[src/rtl/mem_lsu_if.sv]
// Data-bus interface between the load/store unit (master) and memory (slave).
interface mem_lsu_if #(
    parameter int XLEN = 64
);
    localparam int STRB = XLEN / 8;

    logic            req_valid;
    logic            req_ready;
    logic            we;
    logic [XLEN-1:0] addr;
    logic [XLEN-1:0] wdata;
    logic [STRB-1:0] wmask;
    logic            resp_valid;
    logic [XLEN-1:0] rdata;
    logic            err;

    modport master (
        output req_valid, we, addr, wdata, wmask,
        input  req_ready, resp_valid, rdata, err
    );

    modport slave (
        input  req_valid, we, addr, wdata, wmask,
        output req_ready, resp_valid, rdata, err
    );
endinterface

[src/rtl/mem_lsu.sv]
// Memory-stage load/store unit: lane steering, load extension and a valid/ready bus FSM.
// Build option LSU_MISALIGN_TRAP_EN: fault misaligned accesses instead of forcing alignment.
module mem_lsu #(
    parameter int XLEN    = 64,
    parameter int RD_BITS = 5
) (
    input  logic               clk,
    input  logic               rst_n,
    input  logic               stall_in,
    input  logic               flush_in,
    input  logic               valid_in,
    input  logic               read_in,
    input  logic               write_in,
    input  logic [2:0]         width_in,
    input  logic [RD_BITS-1:0] rd_in,
    input  logic               rd_write_in,
    input  logic [XLEN-1:0]    result_in,
    input  logic [XLEN-1:0]    rs2_value_in,
    output logic               busy_out,
    mem_lsu_if.master          bus,
    output logic               valid_out,
    output logic [RD_BITS-1:0] rd_out,
    output logic               rd_write_out,
    output logic [XLEN-1:0]    rd_value_out,
    output logic               fault_out,
    output logic [1:0]         fault_cause_out
);
    localparam int STRB = XLEN / 8;
    localparam int OFFW = $clog2(STRB);

    typedef enum logic [1:0] {IDLE, REQ, WAIT, DRAIN} state_t;

    state_t state_q, state_d;

    logic [XLEN-1:0]    addr_q, wdata_q, result_q, hold_rdata_q;
    logic [STRB-1:0]    mask_q;
    logic               we_q, rdw_q, zext_q, hold_q, hold_err_q;
    logic [RD_BITS-1:0] rd_q;
    logic [1:0]         size_q;
    logic [OFFW-1:0]    off_q;

    logic [1:0]         size_in;
    logic [OFFW-1:0]    size_lo, off_in;
    logic [STRB-1:0]    mask_in;
    logic [XLEN-1:0]    wdata_in;
    logic               misalign, mem_op;

    logic [XLEN-1:0]    src_rdata, shifted, ld_value;
    logic               src_err, resp_here;

    logic               accept, out_en, cap_hold, clr_hold;
    logic               o_valid, o_rdw, o_fault;
    logic [RD_BITS-1:0] o_rd;
    logic [XLEN-1:0]    o_value;
    logic [1:0]         o_cause;

    // A doubleword on a 32-bit bus degrades to a word access.
    always_comb begin
        size_in = width_in[1:0];
        if (XLEN == 32 && size_in == 2'd3) size_in = 2'd2;
    end

    assign size_lo = OFFW'((1 << size_in) - 1);
    assign mem_op  = valid_in & (read_in | write_in);

`ifdef LSU_MISALIGN_TRAP_EN
    assign misalign = |(result_in[OFFW-1:0] & size_lo);
    assign off_in   = result_in[OFFW-1:0];
`else
    assign misalign = 1'b0;
    assign off_in   = result_in[OFFW-1:0] & ~size_lo;
`endif

    assign mask_in = STRB'(((1 << (1 << size_in)) - 1) << off_in);

    // Lane i carries byte (i mod access-size) of the store data.
    always_comb begin
        wdata_in = '0;
        for (int i = 0; i < STRB; i++)
            wdata_in[8*i +: 8] = rs2_value_in[8*(i & int'(size_lo)) +: 8];
    end

    assign resp_here = hold_q | bus.resp_valid;
    assign src_rdata = hold_q ? hold_rdata_q : bus.rdata;
    assign src_err   = hold_q ? hold_err_q : bus.err;
    assign shifted   = src_rdata >> {off_q, 3'b000};

    always_comb begin
        case (size_q)
            2'd0:    ld_value = zext_q ? XLEN'(shifted[7:0])  : XLEN'($signed(shifted[7:0]));
            2'd1:    ld_value = zext_q ? XLEN'(shifted[15:0]) : XLEN'($signed(shifted[15:0]));
            2'd2:    ld_value = zext_q ? XLEN'(shifted[31:0]) : XLEN'($signed(shifted[31:0]));
            default: ld_value = shifted;
        endcase
    end

    always_comb begin
        state_d  = state_q;
        accept   = 1'b0;
        out_en   = 1'b0;
        cap_hold = 1'b0;
        clr_hold = 1'b0;
        o_valid  = 1'b0;
        o_rd     = rd_q;
        o_rdw    = 1'b0;
        o_value  = '0;
        o_fault  = 1'b0;
        o_cause  = 2'd0;
        case (state_q)
            IDLE: if (!stall_in) begin
                out_en  = 1'b1;
                o_rd    = rd_in;
                o_value = result_in;
                if (flush_in) begin
                    o_valid = 1'b0;
                end else if (mem_op && misalign) begin
                    o_valid = 1'b1;
                    o_fault = 1'b1;
                    o_cause = 2'd1;
                end else if (mem_op) begin
                    accept  = 1'b1;
                    state_d = REQ;
                end else begin
                    o_valid = valid_in;
                    o_rdw   = valid_in & rd_write_in;
                end
            end
            REQ: begin
                if (flush_in)            state_d = bus.req_ready ? DRAIN : IDLE;
                else if (bus.req_ready)  state_d = WAIT;
            end
            WAIT: begin
                // A response already in hand needs no drain after a flush.
                if (flush_in) begin
                    clr_hold = 1'b1;
                    state_d  = resp_here ? IDLE : DRAIN;
                end else if (resp_here) begin
                    if (stall_in) begin
                        cap_hold = !hold_q;
                    end else begin
                        out_en   = 1'b1;
                        clr_hold = 1'b1;
                        o_valid  = 1'b1;
                        o_rdw    = rdw_q & !src_err;
                        o_value  = src_err ? '0 : (we_q ? result_q : ld_value);
                        o_fault  = src_err;
                        o_cause  = src_err ? 2'd2 : 2'd0;
                        state_d  = IDLE;
                    end
                end
            end
            DRAIN: if (bus.resp_valid) state_d = IDLE;
            default: state_d = IDLE;
        endcase
    end

    always_ff @(posedge clk or negedge rst_n) begin
        if (!rst_n) begin
            state_q         <= IDLE;
            addr_q          <= '0;
            wdata_q         <= '0;
            mask_q          <= '0;
            we_q            <= 1'b0;
            rd_q            <= '0;
            rdw_q           <= 1'b0;
            size_q          <= 2'd0;
            zext_q          <= 1'b0;
            off_q           <= '0;
            result_q        <= '0;
            hold_q          <= 1'b0;
            hold_rdata_q    <= '0;
            hold_err_q      <= 1'b0;
            valid_out       <= 1'b0;
            rd_out          <= '0;
            rd_write_out    <= 1'b0;
            rd_value_out    <= '0;
            fault_out       <= 1'b0;
            fault_cause_out <= 2'd0;
        end else begin
            state_q <= state_d;
            if (accept) begin
                addr_q   <= {result_in[XLEN-1:OFFW], {OFFW{1'b0}}};
                wdata_q  <= write_in ? wdata_in : '0;
                mask_q   <= write_in ? mask_in : '0;
                we_q     <= write_in;
                rd_q     <= rd_in;
                rdw_q    <= rd_write_in;
                size_q   <= size_in;
                zext_q   <= width_in[2];
                off_q    <= off_in;
                result_q <= result_in;
            end
            if (cap_hold) begin
                hold_q       <= 1'b1;
                hold_rdata_q <= bus.rdata;
                hold_err_q   <= bus.err;
            end else if (clr_hold) begin
                hold_q <= 1'b0;
            end
            if (out_en) begin
                valid_out       <= o_valid;
                rd_out          <= o_rd;
                rd_write_out    <= o_rdw;
                rd_value_out    <= o_value;
                fault_out       <= o_fault;
                fault_cause_out <= o_cause;
            end
        end
    end

    assign busy_out      = (state_q != IDLE);
    assign bus.req_valid = (state_q == REQ);
    assign bus.we        = we_q;
    assign bus.addr      = addr_q;
    assign bus.wdata     = wdata_q;
    assign bus.wmask     = mask_q;
endmodule

[src/flat_wrapper.sv]
// flat-port wrapper written by rule: the top's interface ports become plain ports
module mem_lsu_flat 
#(
    parameter int XLEN    = 64,
    parameter int RD_BITS = 5
)
  (clk, rst_n, stall_in, flush_in, valid_in, read_in, write_in, width_in, rd_in, rd_write_in, result_in, rs2_value_in, busy_out, valid_out, rd_out, rd_write_out, rd_value_out, fault_out, fault_cause_out, bus_req_valid, bus_we, bus_addr, bus_wdata, bus_wmask, bus_req_ready, bus_resp_valid, bus_rdata, bus_err);
  mem_lsu_if #(.XLEN(XLEN)) bus_i ();
  input  logic clk;
  input  logic rst_n;
  input  logic stall_in;
  input  logic flush_in;
  input  logic valid_in;
  input  logic read_in;
  input  logic write_in;
  input  logic [2:0] width_in;
  input  logic [RD_BITS-1:0] rd_in;
  input  logic rd_write_in;
  input  logic [XLEN-1:0] result_in;
  input  logic [XLEN-1:0] rs2_value_in;
  output logic busy_out;
  output logic valid_out;
  output logic [RD_BITS-1:0] rd_out;
  output logic rd_write_out;
  output logic [XLEN-1:0] rd_value_out;
  output logic fault_out;
  output logic [1:0] fault_cause_out;
  output wire logic [$bits(bus_i.req_valid)-1:0] bus_req_valid;
  output wire logic [$bits(bus_i.we)-1:0] bus_we;
  output wire logic [$bits(bus_i.addr)-1:0] bus_addr;
  output wire logic [$bits(bus_i.wdata)-1:0] bus_wdata;
  output wire logic [$bits(bus_i.wmask)-1:0] bus_wmask;
  input wire logic [$bits(bus_i.req_ready)-1:0] bus_req_ready;
  input wire logic [$bits(bus_i.resp_valid)-1:0] bus_resp_valid;
  input wire logic [$bits(bus_i.rdata)-1:0] bus_rdata;
  input wire logic [$bits(bus_i.err)-1:0] bus_err;
  assign bus_req_valid = bus_i.req_valid;
  assign bus_we = bus_i.we;
  assign bus_addr = bus_i.addr;
  assign bus_wdata = bus_i.wdata;
  assign bus_wmask = bus_i.wmask;
  assign bus_i.req_ready = bus_req_ready;
  assign bus_i.resp_valid = bus_resp_valid;
  assign bus_i.rdata = bus_rdata;
  assign bus_i.err = bus_err;
  mem_lsu #(.XLEN(XLEN), .RD_BITS(RD_BITS)) u_core (.clk(clk), .rst_n(rst_n), .stall_in(stall_in), .flush_in(flush_in), .valid_in(valid_in), .read_in(read_in), .write_in(write_in), .width_in(width_in), .rd_in(rd_in), .rd_write_in(rd_write_in), .result_in(result_in), .rs2_value_in(rs2_value_in), .busy_out(busy_out), .bus(bus_i), .valid_out(valid_out), .rd_out(rd_out), .rd_write_out(rd_write_out), .rd_value_out(rd_value_out), .fault_out(fault_out), .fault_cause_out(fault_cause_out));
endmodule
[config.mk]
export PLATFORM = sky130hd
export DESIGN_NAME = mem_lsu_flat
export DESIGN_NICKNAME = d
export VERILOG_FILES = /design/src/rtl/mem_lsu_if.sv /design/src/rtl/mem_lsu.sv /design/src/flat_wrapper.sv
export SDC_FILE = /design/constraint.sdc
export NUM_CORES = 1
export LEC_CHECK = 0
export BUFFER_PORTS_ARGS = -buffer_cell sky130_fd_sc_hd__buf_2
export CAP_MARGIN = 20
export CORE_MARGIN = 3
export CORE_UTILIZATION = 54
export CTS_BUF_LIST = sky130_fd_sc_hd__clkbuf_16
export CTS_CLUSTER_SIZE = 25
export DETAILED_ROUTE_END_ITERATION = 8
export PLACE_DENSITY = 0.84
export SLEW_MARGIN = 20
export SYNTH_ARGS = -nofsm -noshare
export SYNTH_HDL_FRONTEND = slang
export SYNTH_SLANG_ARGS = --single-unit
[constraint.sdc]
create_clock -name clk -period 2.8 [get_ports clk]
set_input_delay 0.28 -clock clk [delete_from_list [all_inputs] [get_ports clk]]
set_output_delay 0.28 -clock clk [all_outputs]
set_load 0.02 [all_outputs]
Word-level counts from Yosys, hierarchy flattened:

Cells that the tools add are included.

* input bits: 211
* register bits after elaboration: 352
* output and inout bits: 213
* word-level logic and storage cells: 124

* shifts and indexed selects: 11
* eq/ne operators: 12
* muxes and demuxes: 65
* bitwise logic cells: 7
* reduce and logical (&&, ||, !) cells: 7
* add/subtract/negate cells: 2

Operator list (count)
* two-way mux 64 bit: 11
* variable part select 64 x 7 -> 8 bit: 4
* one-hot mux 64 bit (3 select lines): 1
* one-hot mux 64 bit (2 select lines): 1
* variable part select 64 x 6 -> 8 bit: 2
* variable part select 64 x 5 -> 8 bit: 1
* >> shifter 64 x 6 -> 64 bit: 1
* two-way mux 2 bit: 16
* left shift 1 x 2 -> 32 bit (first input constant): 1
* left shift 1 x 32 -> 32 bit (first input constant): 1
* left shift 32 x 3 -> 8 bit: 1
* subtractor 32 x 2 -> 32 bit (second input constant): 1
* two-way mux 1 bit: 29
* two-way mux 5 bit: 2
* two-way mux 8 bit: 1
* one-hot mux 2 bit (4 select lines): 1
* AND reduction 7 bit: 1
* == test 2 bit (second input constant): 3
* != test 2 bit (second input constant): 3
* != test 3 x 2 -> 1 bit (second input constant): 2
* one-hot mux 1 bit (2 select lines): 3
* == test 2 x 1 -> 1 bit (second input constant): 2
* logical NOT 2 bit: 2
* nonzero test 2 bit: 2
* 8 further kinds: 12

Logic depth before layout (Yosys ltp):

* word-level depth: 10
* gate-level depth with buffers: 11

Least setup slack after synthesis:

No wires, ideal clock.

* path type: in2reg
* start point: in width_in[0]
* end point: reg u_core.wdata_q[61] (netlist: u_core.bus.wdata[61])
* arrival: 2990 ps
* cell stages on the path: 11
* data required time: 2667 ps
* setup slack: -323 ps
* path buffers: 5
* path through: clkbuf_1 > clkbuf_1 > clkbuf_1 > nand2b_1 > ha_1 > clkbuf_1 > buf_1 > mux2i_1 > nor2_1 > a21oi_1 > o21ai_0

* longest elaborated chain between the ends: 4

Ends and longest elaborated chain
* start, declared: RTL line flat_wrapper.sv:16 `input logic [2:0] width_in;`
* left shift 1 x 2 -> 32 bit
* subtractor 3 x 2 -> 3 bit: RTL line mem_lsu.sv:63 `assign size_lo = OFFW'((1 << size_in) - 1);`
* variable part select 64 x 7 -> 8 bit: RTL line mem_lsu.sv:80 `wdata_in[8*i +: 8] = rs2_value_in[8*(i & int'(size_lo)) +: 8];`
* two-way mux 64 bit: RTL line mem_lsu.sv:183 `wdata_q <= write_in ? wdata_in : '0;`
* end signal, assigned: RTL line mem_lsu.sv:183
* end, declared: RTL line mem_lsu.sv:35 `logic [XLEN-1:0] addr_q, wdata_q, result_q, hold_rdata_q;`

No other way between the ends.
A chain may end at the register's enable or synchronous reset.

Final worst setup path:

* start point: reg u_core.hold_q
* end point: reg u_core.rd_value_out[34]

* longest elaborated chain between the ends: 10
* elaborated cells on any way between the ends: 17

Ends and longest elaborated chain
* start, declared: RTL line mem_lsu.sv:37 `logic we_q, rdw_q, zext_q, hold_q, hold_err_q;`
* start signal, assigned: RTL line mem_lsu.sv:170 `hold_q <= 1'b0;`
* start signal, assigned: RTL line mem_lsu.sv:194 `hold_q <= 1'b1;`
* start signal, assigned: RTL line mem_lsu.sv:198 `hold_q <= 1'b0;`
* two-way mux 64 bit: RTL line mem_lsu.sv:84 `assign src_rdata = hold_q ? hold_rdata_q : bus.rdata;`
* >> shifter 64 x 6 -> 64 bit: RTL line mem_lsu.sv:86 `assign shifted = src_rdata >> {off_q, 3'b000};`
* two-way mux 64 bit (on tied branches): RTL line mem_lsu.sv:92, mem_lsu.sv:90, mem_lsu.sv:91
* one-hot mux 64 bit (3 select lines): RTL line mem_lsu.sv:89 `case (size_q)`
* two-way mux 64 bit (2 in series): RTL line mem_lsu.sv:145 `o_value = src_err ? '0 : (we_q ? result_q : ld_value);`
* two-way mux 64 bit: RTL line mem_lsu.sv:138 `if (stall_in) begin`
* two-way mux 64 bit: RTL line mem_lsu.sv:137 `end else if (resp_here) begin`
* two-way mux 64 bit: RTL line mem_lsu.sv:134 `if (flush_in) begin`
* one-hot mux 64 bit (2 select lines): RTL line mem_lsu.sv:109 `case (state_q)`
* end signal, assigned: RTL line mem_lsu.sv:204 `rd_value_out <= o_value;`
* end, declared: RTL line mem_lsu.sv:24 `output logic [XLEN-1:0] rd_value_out,`

Several ways; a longest one is shown, not always the timed one.

==> results.sh <==
export IMPL_insertion_delay_ns=0.52
export IMPL_fin_crit_sh_pct=92.8
export IMPL_p_per_area_nw_per_um2=1220
export IMPL_yosysTopAreaCell="dfrtp_1"
export IMPL_yosysSeqAreaShare_pct=43.0
export IMPL_synth_seq_cells=289
export IMPL_wl_per_cell_um=24.8
export IMPL_synthFlopType="dfrtp_1"
export IMPL_via_per_inst=6.46
export IMPL_finalCriticalPeriod_ns=2.60
export IMPL_syn_to_final_growth_pct=22.1
export IMPL_die_area_um2=33300
export IMPL_setup_viol=0
export IMPL_fin_nets=2324
export IMPL_clkTransAtPathRegs_ns=0.07
export IMPL_r2r_start="u_core.hold_q"
export IMPL_outcome="complete, no violations"
export IMPL_critical_path_required_ns=3.21
export IMPL_crit_path_end_kind="flop"
export IMPL_drive_above_1_share_pct=32.6
export IMPL_cts_setup_buffers=0
export IMPL_fin_area_um2=20500
export IMPL_worst_pin_slew_ns=0.860
export IMPL_finClkSkew_ns=0.0166
export IMPL_synth_top_area_share_pct=43.0
export IMPL_rows=63
export IMPL_io_buffers=419
export IMPL_die_h_um=182
export IMPL_grt_use_total_pct=36.8
export IMPL_synth_most_common_cell="nand2_1"
export IMPL_stdcell_count=2527
export IMPL_htreeDepth=2
export IMPL_drc=0
export IMPL_leakage_nw=10.1
export IMPL_hp_class="input pin to flop"
export IMPL_r2r_slack_ns=0.20
export IMPL_grt_pass1_vias=15900
export IMPL_ir_drop_mv=0.616
export IMPL_async_flop_share_pct=100
export IMPL_vias=16300
export IMPL_core_area_um2=30200
export IMPL_holdPathStages=3
export IMPL_tns_ns=0
export IMPL_slew_viol_final=0
export IMPL_dpl_hpwl_um=45800
export IMPL_cp_arrival_ns=3.01
export IMPL_drt_total_wl_um=62700
export IMPL_syn_area_um2=16800
export IMPL_drt_pass1_iterations=6
export IMPL_syn_inst=1745
export IMPL_synthTopCellsByCount="403 x nand2_1, 289 x dfrtp_1, 126 x o21ai_0"
export IMPL_start_util_pct=55.7
export IMPL_hold_start="result_in[63]"
export IMPL_drt_iter0_markers=2067
export IMPL_cts_tree="done"
export IMPL_critPathKind="flop to flop"
export IMPL_r2r_end="u_core.rd_value_out[34]"
export IMPL_io_pins=424
export IMPL_dp_cells=2420
export IMPL_synth_edff_count=0
export IMPL_cp_start_kind="flop"
export IMPL_yosys_warnings=0
export IMPL_synth_top_cells_by_area="dfrtp_1 43%, nand2_1 9.0%, mux4_2 8.0%"
export IMPL_antenna_found_initial=7
export IMPL_grt_max_degree=102
export IMPL_clock_path_buffers=3
export IMPL_gr_total_overflow=0
export IMPL_yosysUniqueCellTypes=58
export IMPL_gp_congestion=0.981
export IMPL_cts_sinks=289
export IMPL_critPathMaxFanout=32
export IMPL_placed_area_um2=19000
export IMPL_timing_hold_ws_ns=0.00385
export IMPL_cts_made_buffers=34
export IMPL_slew_limit_headroom_pct=41.9
export IMPL_grt_pass1_wl_um=95600
export IMPL_rsz0062_at_grt="false"
export IMPL_ant_nets=0
export IMPL_hold_viol_final=0
export IMPL_maxCapViolCount=0
export IMPL_synth_area_per_cell_um2=9.64
export IMPL_whs_endpoint="u_core.bus.addr[63]"
export IMPL_root_buffer="clkbuf_16"
export IMPL_dieWidth_um=182
export IMPL_p_total_w=0.0250
export IMPL_r2r_cells=7
export IMPL_fmax_mhz=385
[layout by cell type, fill, tap and decap left out, types with 8 or more instances in the layout]
master / synthesis / final
and3_1: 30 / 30
inv_1: 9 / 16
nor2b_1: 22 / 22
a221oi_1: 32 / 32
o21ai_0: 126 / 126
o31ai_1: 31 / 31
mux2i_1: 98 / 98
mux2_2: 79 / 79
nand3_1: 30 / 29
a22o_1: 35 / 35
dlygate4sd3_1: 0 / 44
mux4_2: 60 / 60
nor2_1: 56 / 56
a211oi_1: 20 / 20
buf_2: 18 / 418
dfrtp_1: 289 / 287
a21oi_1: 83 / 83
buf_4: 70 / 58
o211ai_1: 8 / 8
clkbuf_16: 0 / 35
nand2_1: 403 / 401
a31oi_1: 13 / 13
a22oi_1: 27 / 27
buf_12: 0 / 12
nand2b_1: 24 / 24
[critical path, stage by stage, from the launching register on]
cell and delay, ns:
dfrtp_4 0.57, buf_4 0.19, mux2i_1 0.15, mux4_2 0.53, a221oi_4 0.40, a21oi_2 0.09
buf_4 0.26, o21ai_0 0.30
[stage by stage]
step	worst slack, ns	utilization [%]
after floorplan	0.184	-
after global placement	0.366	63.0
after detailed placement	0.204	63.0
after CTS	0.176	67.9
after global routing	0.0543	68.0
final	0.201	68.0
[where the power goes]
part           switching, W  internal [W]
clock network       0.00179       0.00245
logic               0.00802       0.00491
registers           0.00171       0.00615
total                0.0115        0.0135
[flip-flops by register name, summed over array words and instances (netlist names), 2 cells and up]
signal and flops:
u_core.bus.wdata 64, u_core.hold_rdata_q 64, u_core.rd_value_out 64, u_core.result_q 63, u_core.bus.wmask 8, u_core.rd_out 5, u_core.rd_q 5, u_core.off_q 3
u_core.size_q 2, u_core.state_q 2
[worst max path at each step]
stage,from,to,slack (ns),depth (start not counted)
3_5_place_dp,u_core.hold_q,u_core.rd_value_out[28],0.20,6
6_report,u_core.hold_q,u_core.rd_value_out[34],0.20,7
4_1_cts,u_core.hold_q,u_core.rd_value_out[28],0.18,6
2_1_floorplan,width_in[0],u_core.bus.wdata[61],0.18,11
3_3_place_gp,u_core.hold_q,u_core.rd_value_out[12],0.37,5
5_1_grt,u_core.hold_q,u_core.rd_value_out[11],0.05,7
[logic make-up after synthesis]
kind of cell / Yosys count / share of synthesized area [%]
adders and majority gates: 3 / 0.223
xor gates and xnor gates: 2 / 0.104
DFF: 289 / 43.0
buffers and inverters: 217 / 6.76
muxes: 237 / 19.2
other: 1 / 0.0223
AOI/OAI and AO/OA: 410 / 16.0
and+or+nand+nor: 586 / 14.8
[layout make-up]
type / count / area (um^2)
multi-input cells: 1242 / 8490
well taps: 390 / 488
clock inverters: 23 / 164
clock buffers: 35 / 876
inverters: 10 / 37.5
fillers: 2282 / 9660
repair buffers: 533 / 3220
flip-flops and latches: 289 / 7240
diodes: 5 / 12.5
[repair_timing]
| action | in CTS | in global routing |
|---|---|---|
| endpoints found under the hold margin | 136 | 0 |
| setup endpoints to repair | 0 | 2 |
| hold buffers | 44 | 0 |
| gates resized for setup | 0 | 1 |
[metal layers]
layer / GRT usage [%] / share of wire, % / wire length, um
met1: 50.6 / 38 / 23800
met2: 55.9 / 45 / 28400
met3: 10.8 / 13 / 8040
met4: 13.1 / 4.0 / 2530
met5: 0 / 0.054 / 34
Note: power is estimated with default switching activity, not from simulation.
